**src/rtl/seg_scan_driver.sv**
```systemverilog
// Four-digit multiplexed seven-segment scanner with per-slot anti-ghost blanking
// and frame-synchronous double buffering of the displayed value.
module seg_scan_driver #(
    parameter int unsigned SCAN_DIV  = 100000,
    parameter int unsigned BLANK_CYC = 1000
) (
    input  logic        clk,
    input  logic        rst_n,
    input  logic [15:0] data,
    input  logic [3:0]  dp,
    input  logic [3:0]  blank,
    input  logic        load,
    output logic [7:0]  seg,
    output logic [3:0]  an,
    output logic        frame
);

    localparam int unsigned CNT_W = (SCAN_DIV > 1) ? $clog2(SCAN_DIV) : 1;

    typedef enum logic {
        ST_BLANK = 1'b0,
        ST_DRIVE = 1'b1
    } state_t;

    state_t             r_state;
    logic [CNT_W-1:0]   r_cnt;
    logic [1:0]         r_dig;
    logic [15:0]        r_act_data;
    logic [3:0]         r_act_dp;
    logic [3:0]         r_act_blank;
    logic [15:0]        r_pend_data;
    logic [3:0]         r_pend_dp;
    logic [3:0]         r_pend_blank;
    logic               r_pend_vld;
    logic [7:0]         r_seg;
    logic [3:0]         r_an;
    logic               r_frame;

    logic               w_wrap;
    logic               w_frame_end;
    logic [CNT_W-1:0]   w_cnt_nxt;
    logic [3:0]         w_nib;
    logic               w_dp;
    logic               w_blank;
    logic [3:0]         w_an_drv;

    function automatic logic [6:0] f_seg7(input logic [3:0] n);
        logic [6:0] s;
        s = 7'h7F;
        case (n)
            4'h0: s = 7'h40;
            4'h1: s = 7'h79;
            4'h2: s = 7'h24;
            4'h3: s = 7'h30;
            4'h4: s = 7'h19;
            4'h5: s = 7'h12;
            4'h6: s = 7'h02;
            4'h7: s = 7'h78;
            4'h8: s = 7'h00;
            4'h9: s = 7'h10;
            4'hA: s = 7'h08;
            4'hB: s = 7'h03;
            4'hC: s = 7'h46;
            4'hD: s = 7'h21;
            4'hE: s = 7'h06;
            4'hF: s = 7'h0E;
            default: s = 7'h7F;
        endcase
        return s;
    endfunction

    assign w_wrap      = (r_cnt == CNT_W'(SCAN_DIV - 1));
    assign w_frame_end = w_wrap && (r_dig == 2'd3);
    assign w_cnt_nxt   = w_wrap ? '0 : r_cnt + CNT_W'(1);
    assign w_nib       = r_act_data[{r_dig, 2'b00} +: 4];
    assign w_dp        = r_act_dp[r_dig];
    assign w_blank     = r_act_blank[r_dig];
    assign w_an_drv    = ~(4'b0001 << r_dig);

    // Scan timing, slot phase FSM, output registers and the pending/active buffers
    always_ff @(posedge clk or negedge rst_n) begin
        if (!rst_n) begin
            r_state      <= ST_BLANK;
            r_cnt        <= '0;
            r_dig        <= 2'd0;
            r_act_data   <= 16'h0000;
            r_act_dp     <= 4'h0;
            r_act_blank  <= 4'h0;
            r_pend_data  <= 16'h0000;
            r_pend_dp    <= 4'h0;
            r_pend_blank <= 4'h0;
            r_pend_vld   <= 1'b0;
            r_seg        <= 8'hFF;
            r_an         <= 4'hF;
            r_frame      <= 1'b0;
        end else begin
            r_cnt   <= w_cnt_nxt;
            r_frame <= w_frame_end;
            if (w_wrap) begin
                r_dig <= r_dig + 2'd1;
            end

            // Phase tracks the counter value being loaded, so it always matches r_cnt
            if (w_wrap || (w_cnt_nxt < CNT_W'(BLANK_CYC))) begin
                r_state <= ST_BLANK;
            end else begin
                r_state <= ST_DRIVE;
            end

            if ((r_state == ST_DRIVE) && !w_blank) begin
                r_an  <= w_an_drv;
                r_seg <= {~w_dp, f_seg7(w_nib)};
            end else begin
                r_an  <= 4'hF;
                r_seg <= 8'hFF;
            end

            // Active set only changes at the frame boundary, so a frame never tears
            if (w_frame_end && r_pend_vld) begin
                r_act_data  <= r_pend_data;
                r_act_dp    <= r_pend_dp;
                r_act_blank <= r_pend_blank;
            end

            if (load) begin
                r_pend_data  <= data;
                r_pend_dp    <= dp;
                r_pend_blank <= blank;
                r_pend_vld   <= 1'b1;
            end else if (w_frame_end) begin
                r_pend_vld   <= 1'b0;
            end
        end
    end

    assign seg   = r_seg;
    assign an    = r_an;
    assign frame = r_frame;

endmodule

```
**config.mk**
```make
export PLATFORM = sky130hd
export DESIGN_NAME = seg_scan_driver
export DESIGN_NICKNAME = d
export VERILOG_FILES = /design/src/rtl/seg_scan_driver.sv
export SDC_FILE = /design/constraint.sdc
export NUM_CORES = 1
export LEC_CHECK = 0
export CAP_MARGIN = 25
export CORE_ASPECT_RATIO = 1.1
export CORE_MARGIN = 2
export CORE_UTILIZATION = 35
export CTS_BUF_LIST = sky130_fd_sc_hd__clkbuf_8
export CTS_CLUSTER_SIZE = 16
export DETAILED_ROUTE_END_ITERATION = 12
export PLACE_DENSITY = 0.6
export SLEW_MARGIN = 20
export SYNTH_ARGS = -nofsm -noshare
export SYNTH_HDL_FRONTEND = slang
export SYNTH_SLANG_ARGS = --single-unit
```
**constraint.sdc**
```tcl
create_clock -name clk -period 2.25 [get_ports clk]
set_input_delay 0.3375 -clock clk [delete_from_list [all_inputs] [get_ports clk]]
set_output_delay 0.3375 -clock clk [all_outputs]
set_load 0.1 [all_outputs]
```
==> results of run 1 <==
-- critical path, delay by kind of cell, from the launching register on --
family / cells / cell delay, ns
compound gates: 1 / 0.11
buf+inv: 1 / 0.22
flops: 1 / 0.43
simple gates: 4 / 1.23
-- placed cells by master, fill, tap and decap left out, drive strengths merged, types with 8 or more instances in the layout --
cell type      synthesis  final
dfstp                 12     12
nor2                  10     10
clkdlybuf4s50          0     25
mux2                  48     48
buf                    4     29
clkbuf                 8      9
nand2                 16     16
xor2                   8      8
dfrtp                 70     70
ha                    11     11
inv                   11     14
-- power by group through the flow --
stage	Clock (mW)	Sequential, mW	Combinational [mW]
after global routing	1.20	1.55	0.151
final	1.09	1.54	0.134
after global placement	0	1.57	0.135
after detailed placement	0	1.57	0.138
after floorplan	0	1.56	0.0535
after CTS	1.13	1.54	0.140
-- what timing repair did --
action                                 4_1_cts  5_1_grt
endpoints found under the hold margin       28        0
buffers inserted                             0        0
hold buffers                                 1        0
-- how the worst max path moves through the flow --
stage                     slack, ns  cells after the start              to
after floorplan                0.03                      5  r_act_blank[3]
after global placement         0.20                      5   r_act_data[8]
after detailed placement       0.13                      6         r_state
after CTS                      0.12                      6         r_state
after global routing          0.004                      6         r_state
final                          0.14                      6         r_state
-- cells by family after synthesis --
| group | count (synthesis) | synth area share |
|---|---|---|
| AOI/OAI and AO/OA | 22 | 0.0376 |
| xor gates and xnor gates | 15 | 0.0349 |
| adders and majority gates | 11 | 0.0366 |
| buffers and inverters | 23 | 0.0290 |
| DFF | 82 | 0.550 |
| muxes | 56 | 0.205 |
| and+or+nand+nor | 69 | 0.107 |
-- routing by layer --
layer,GRT usage,part of all wire
met5,0,0
met4,0.0500,0.015
met3,0.0290,0.038
met2,0.193,0.46
met1,0.193,0.49
-- registers in the layout, indices dropped and copies added, names as in the netlist --
name          flops
an                4
r_cnt            17
r_act_dp          4
r_pend_data      16
r_state           1
r_act_data       16
r_pend_dp         4
frame             1
seg               8
r_pend_blank      4
r_dig             2
r_pend_vld        1
r_act_blank       4
-- final cells by class --
| type | count | area (um2) |
|---|---|---|
| inverter | 11 | 41.3 |
| tap | 143 | 179 |
| timing repair buffer | 55 | 503 |
| clock buffer | 9 | 124 |
| sequential | 82 | 2070 |
| clock inverter | 6 | 75.1 |
| fill | 1004 | 5870 |
| multi-input combinational | 173 | 1580 |
==> impl_metrics.json, run 1 <==
{
  "clockRootBuffer": "clkbuf_8",
  "core_area_um2": 10400,
  "cp-startpoint": "r_cnt[4]",
  "grt_pass1_wl_mm": 11.8,
  "worstPathMaxFanout": 8,
  "clock_skew_ns": 0.00840,
  "drv_slew": 0,
  "track_usage": 0.132,
  "via_per_inst": 4.75,
  "synth_top_area_cell": "dfrtp_1",
  "grt_pass1_vias": 2277,
  "ys_warn_count": 0,
  "ys_seq_area_frac": 0.550,
  "antenna_found_initial": 0,
  "synth_cell_types": 39,
  "die_h_um": 113,
  "max_freq_mhz": 473,
  "clk_pin_slew_ns": 0.09,
  "cts_buffers": 9,
  "final_nets": 370,
  "whs_ns": 0.460,
  "cp_slowest_cell": "or4bb_1",
  "initial_utilization": 0.360,
  "design_area_um2": 4570,
  "dominantRegCellSynth": "dfrtp_1",
  "p_clk_frac": 0.394,
  "setup_viol": 0,
  "cts_tree": "built",
  "yosysMostFrequentCell": "dfrtp_1",
  "ant_nets": 0,
  "wl_mm": 6.88,
  "synthToLayoutAreaGrowth_pct": 21.6,
  "wl_per_cell_um": 14.4,
  "htreeDepth": 3,
  "synth_area_leaders": "dfrtp_1 (47%), dfstp_2 (8.4%), mux2_2 (8.4%), mux2_4 (8.0%), ha_1 (3.7%)",
  "p_switching_mw": 0.641,
  "dp_hpwl_mm": 4.86,
  "p_sw_frac": 0.232,
  "die_w_um": 103,
  "min_from": "r_cnt[0]",
  "p_per_area_nw_per_um2": 605,
  "overflow": 0,
  "drive_gt1_frac": 0.348,
  "fin_crit_ns": 2.11,
  "min_period_over_period": 0.940,
  "utilization": 0.438,
  "holdPathStages": 1,
  "status": "finished, final reports clean",
  "synth_edf_count": 0,
  "max-vdd-ir-drop_mv": 0.327,
  "cts_sinks": 82,
  "syn_avg_cell_area_um2": 13.5,
  "p_leak_nw": 2.06,
  "crit_chain": "or4bb_1 > nor4_4 > buf_4 > nand3b_1 > o21ai_0 > nand4b_1",
  "synth_area_um2": 3760,
  "tightest_slew_ns": 0.503,
  "maxSlewHeadroom": 0.665,
  "post-place-ws_ns": 0.133,
  "netlist_instances": 278,
  "r2r_end": "r_state",
  "ys_seq_elements": 82,
  "ff2ff_setup_slack_ns": 0.14,
  "place.port_buffers": 39,
  "ys_top_cells_by_count": "dfrtp_1 (70), mux2_2 (28), mux2_4 (20)",
  "cap_viol_max_count": 0,
  "vias": 2275,
  "drcViolationCount": 0,
  "syn_nets": 316,
  "critPathMaxStageDelay_ns": 0.55,
  "reg2reg_from": "r_cnt[4]",
  "place.gp.congestion": 0.838,
  "hold_viol_final": 0,
  "finalWorstSetupSlack_ns": 0.136,
  "num_io_pins": 40,
  "whs_endpoint": "r_cnt[0]",
  "cp.required_ns": 2.47,
  "dp_cells": 463,
  "seq_power_share": 0.557,
  "post_dp_cell_area_um2": 4360,
  "cts_resized": 0,
  "cp-start-kind": "register",
  "intPower_mw": 2.12,
  "endpoint_kind": "register",
  "grt_max_degree": 46,
  "power_frac_comb": 0.049,
  "worstPathArrival_ns": 2.34,
  "clockBufferDepth": 2,
  "num_antenna_cells": 0,
  "rsz0062_at_grt": "false",
  "setup-tns-final_ns": 0,
  "die_area_um2": 11600,
  "dr.pass1.iters": 4,
  "min_path_type": "register to register",
  "rows": 39,
  "synthArstFlopShare": 1.00,
  "rr_worst_depth": 6,
  "p_total_mw": 2.77,
  "drt_iter0_markers": 55,
  "synth_top_area_frac": 0.466,
  "insertion_delay_ns": 0.35,
  "stdcell_count": 479,
  "crit_type": "register to register"
}
Note: power is estimated with default switching activity, not from simulation.
==> inputs of run 2 (changes only) <==
--- a/config.mk
+++ b/config.mk
@@ -5,12 +5,12 @@
 export SDC_FILE = /design/constraint.sdc
 export NUM_CORES = 1
 export LEC_CHECK = 0
-export CAP_MARGIN = 25
+export CAP_MARGIN = 40
 export CORE_ASPECT_RATIO = 1.1
 export CORE_MARGIN = 2
 export CORE_UTILIZATION = 35
 export CTS_BUF_LIST = sky130_fd_sc_hd__clkbuf_8
-export CTS_CLUSTER_SIZE = 16
+export CTS_CLUSTER_SIZE = 25
 export DETAILED_ROUTE_END_ITERATION = 12
 export PLACE_DENSITY = 0.6
 export SLEW_MARGIN = 20
==> results of run 2 <==
The final DEF is identical to that of run 1; final timing and power are the same.
==> inputs of run 3 (changes only) <==
--- a/config.mk
+++ b/config.mk
@@ -7,7 +7,6 @@
 export LEC_CHECK = 0
 export CAP_MARGIN = 40
 export CORE_ASPECT_RATIO = 1.1
-export CORE_MARGIN = 2
 export CORE_UTILIZATION = 35
 export CTS_BUF_LIST = sky130_fd_sc_hd__clkbuf_8
 export CTS_CLUSTER_SIZE = 25
==> impl_metrics.json, run 3 (synthesized netlist as in run 1, its figures left out) <==
{
  "crit_buf_inv": 1,
  "r2r_end": "r_act_data[6]",
  "use_met1": 0.194,
  "htreeDepth": 3,
  "antenna_found_initial": 0,
  "min_period_over_period": 0.921,
  "num_io_pins": 40,
  "cts_buffers": 9,
  "cp_top_family": "simple AND/OR/NAND/NOR gates",
  "cp_slowest_cell": "or4bb_1",
  "ff2ff_setup_slack_ns": 0.18,
  "crit_chain": "or4bb_1 > nor4_4 > nand3_4 > buf_12 > mux2_4",
  "worstPathMaxFanout": 24,
  "cts_sinks": 82,
  "setup_viol": 0,
  "status": "finished, final reports clean",
  "cts_resized": 0,
  "postCtsSetupBuffers": 0,
  "p_per_area_nw_per_um2": 584,
  "track_usage": 0.138,
  "dr.pass1.iters": 4,
  "hold_viol_final": 0,
  "overflow": 0,
  "drt_iter0_markers": 116,
  "die_area_um2": 11200,
  "rsz0062_at_grt": "false",
  "min_path_type": "input pin to async pin",
  "grt_max_degree": 65,
  "critPathMaxStageDelay_ns": 0.55,
  "mostFrequentLayoutCells": "dfrtp_1 (70), mux2_2 (28), buf_4 (26), clkdlybuf4s50_1 (25), mux2_4 (20)",
  "maxSlewHeadroom": 0.712,
  "clockRootBuffer": "clkbuf_8",
  "final_common_cell": "dfrtp_1",
  "wl_mm": 6.93,
  "largestRegisters": "r_cnt: 17 flops, r_act_data: 16 flops, r_pend_data: 16 flops",
  "drcViolationCount": 0,
  "clockBufferDepth": 2,
  "grt_pass1_wl_mm": 11.7,
  "core_area_um2": 10400,
  "stdcell_count": 479,
  "drive_gt1_frac": 0.345,
  "dp_hpwl_mm": 4.84,
  "via_per_inst": 4.76,
  "clock_skew_ns": 0.0132,
  "grt_pass1_vias": 2300,
  "max_freq_mhz": 483,
  "rr_worst_depth": 5,
  "p_leak_nw": 2.04,
  "insertion_delay_ns": 0.36,
  "vias": 2282,
  "num_antenna_cells": 0,
  "cp.required_ns": 2.50,
  "worstPathArrival_ns": 2.32,
  "dp_cells": 462,
  "max-vdd-ir-drop_mv": 0.339,
  "endpoint_kind": "register",
  "reg2reg_from": "r_cnt[8]",
  "cts_hold_buf": 1,
  "cp-start-kind": "register",
  "die_w_um": 101,
  "crit_type": "register to register",
  "drv_slew": 0,
  "largest_reg_flops": 17,
  "initial_utilization": 0.360,
  "wl_per_cell_um": 14.5,
  "fin_crit_ns": 2.07,
  "rows": 39,
  "met2_usage": 0.201,
  "place.port_buffers": 39,
  "final_nets": 369,
  "cap_viol_max_count": 0,
  "cts_tree": "built",
  "place.gp.congestion": 0.864,
  "clk_pin_slew_ns": 0.09,
  "setup-tns-final_ns": 0,
  "grt.busiest_layer": "met2",
  "tightest_slew_ns": 0.432,
  "synthToLayoutAreaGrowth_pct": 20.8,
  "grt_util_met3": 0.0372,
  "die_h_um": 111,
  "largest-register": "r_cnt",
  "ant_nets": 0
}
run 3: changes by cell type in the layout (fill, tap and decap cells not counted), sizes merged:
cell    change
bufinv      -1
inv         +1
clkinv      +1
buf         -1
run 3: final cells by class:
type                            instances  area, um2
Fill cell                            1006       5900
Clock buffer                            9        124
Multi-Input combinational cell        173       1580
Inverter                               11       41.3
Clock inverter                          7       51.3
Sequential cell                        82       2070
Timing Repair Buffer                   54        495
Tap cell                              143        179
run 3: report_power, final:
part / switching (mW) / leakage, nW / internal [mW] / total (mW)
Combinational: 0.0525 / 0.923 / 0.0837 / 0.136
Sequential: 0.0225 / 1.03 / 1.52 / 1.54
Clock: 0.570 / 0.0918 / 0.408 / 0.978
run 3: worst max-delay path by stage:
stage                         from             end  slack (ns)  cells past startpoint
after CTS                 r_dig[0]          seg[1]        0.16                      5
final                     r_cnt[8]   r_act_data[6]        0.18                      5
after global placement    r_cnt[8]   r_act_data[8]        0.22                      5
after floorplan           r_cnt[8]  r_act_blank[3]        0.03                      5
after detailed placement  r_dig[0]          seg[1]        0.17                      5
after global routing      r_dig[0]          seg[4]        0.02                      5
run 3: per-stage QoR:
| stage | worst slack (ns) | util | cell area, um2 | power [mW] | hold WS [ns] |
|---|---|---|---|---|---|
| 3_5_place_dp | 0.175 | 0.417 | 4360 | 1.71 | 0.239 |
| 5_1_grt | 0.0198 | 0.435 | 4540 | 2.78 | 0.416 |
| 2_1_floorplan | 0.0342 | - | 3760 | 1.61 | 0.0419 |
| 3_3_place_gp | 0.215 | 0.417 | 4360 | 1.70 | 0.239 |
| 6_report | 0.178 | 0.435 | 4540 | 2.65 | 0.387 |
| 4_1_cts | 0.162 | 0.435 | 4540 | 2.69 | 0.381 |
run 3: worst register-to-register path, delay by kind of cell, from the launching register on:
kind                   cells  cell delay, ns
buffers and inverters      1            0.19
and+or+nand+nor            3            1.07
DFF                        1            0.39
muxes                      1            0.32
run 3: metal layers:
metal | vias to the layer above | part of all wire
li1 | 1089 | -
met1 | 1144 | 0.49
met2 | 41 | 0.45
met3 | 8 | 0.034
met4 | 0 | 0.018
met5 | - | 0
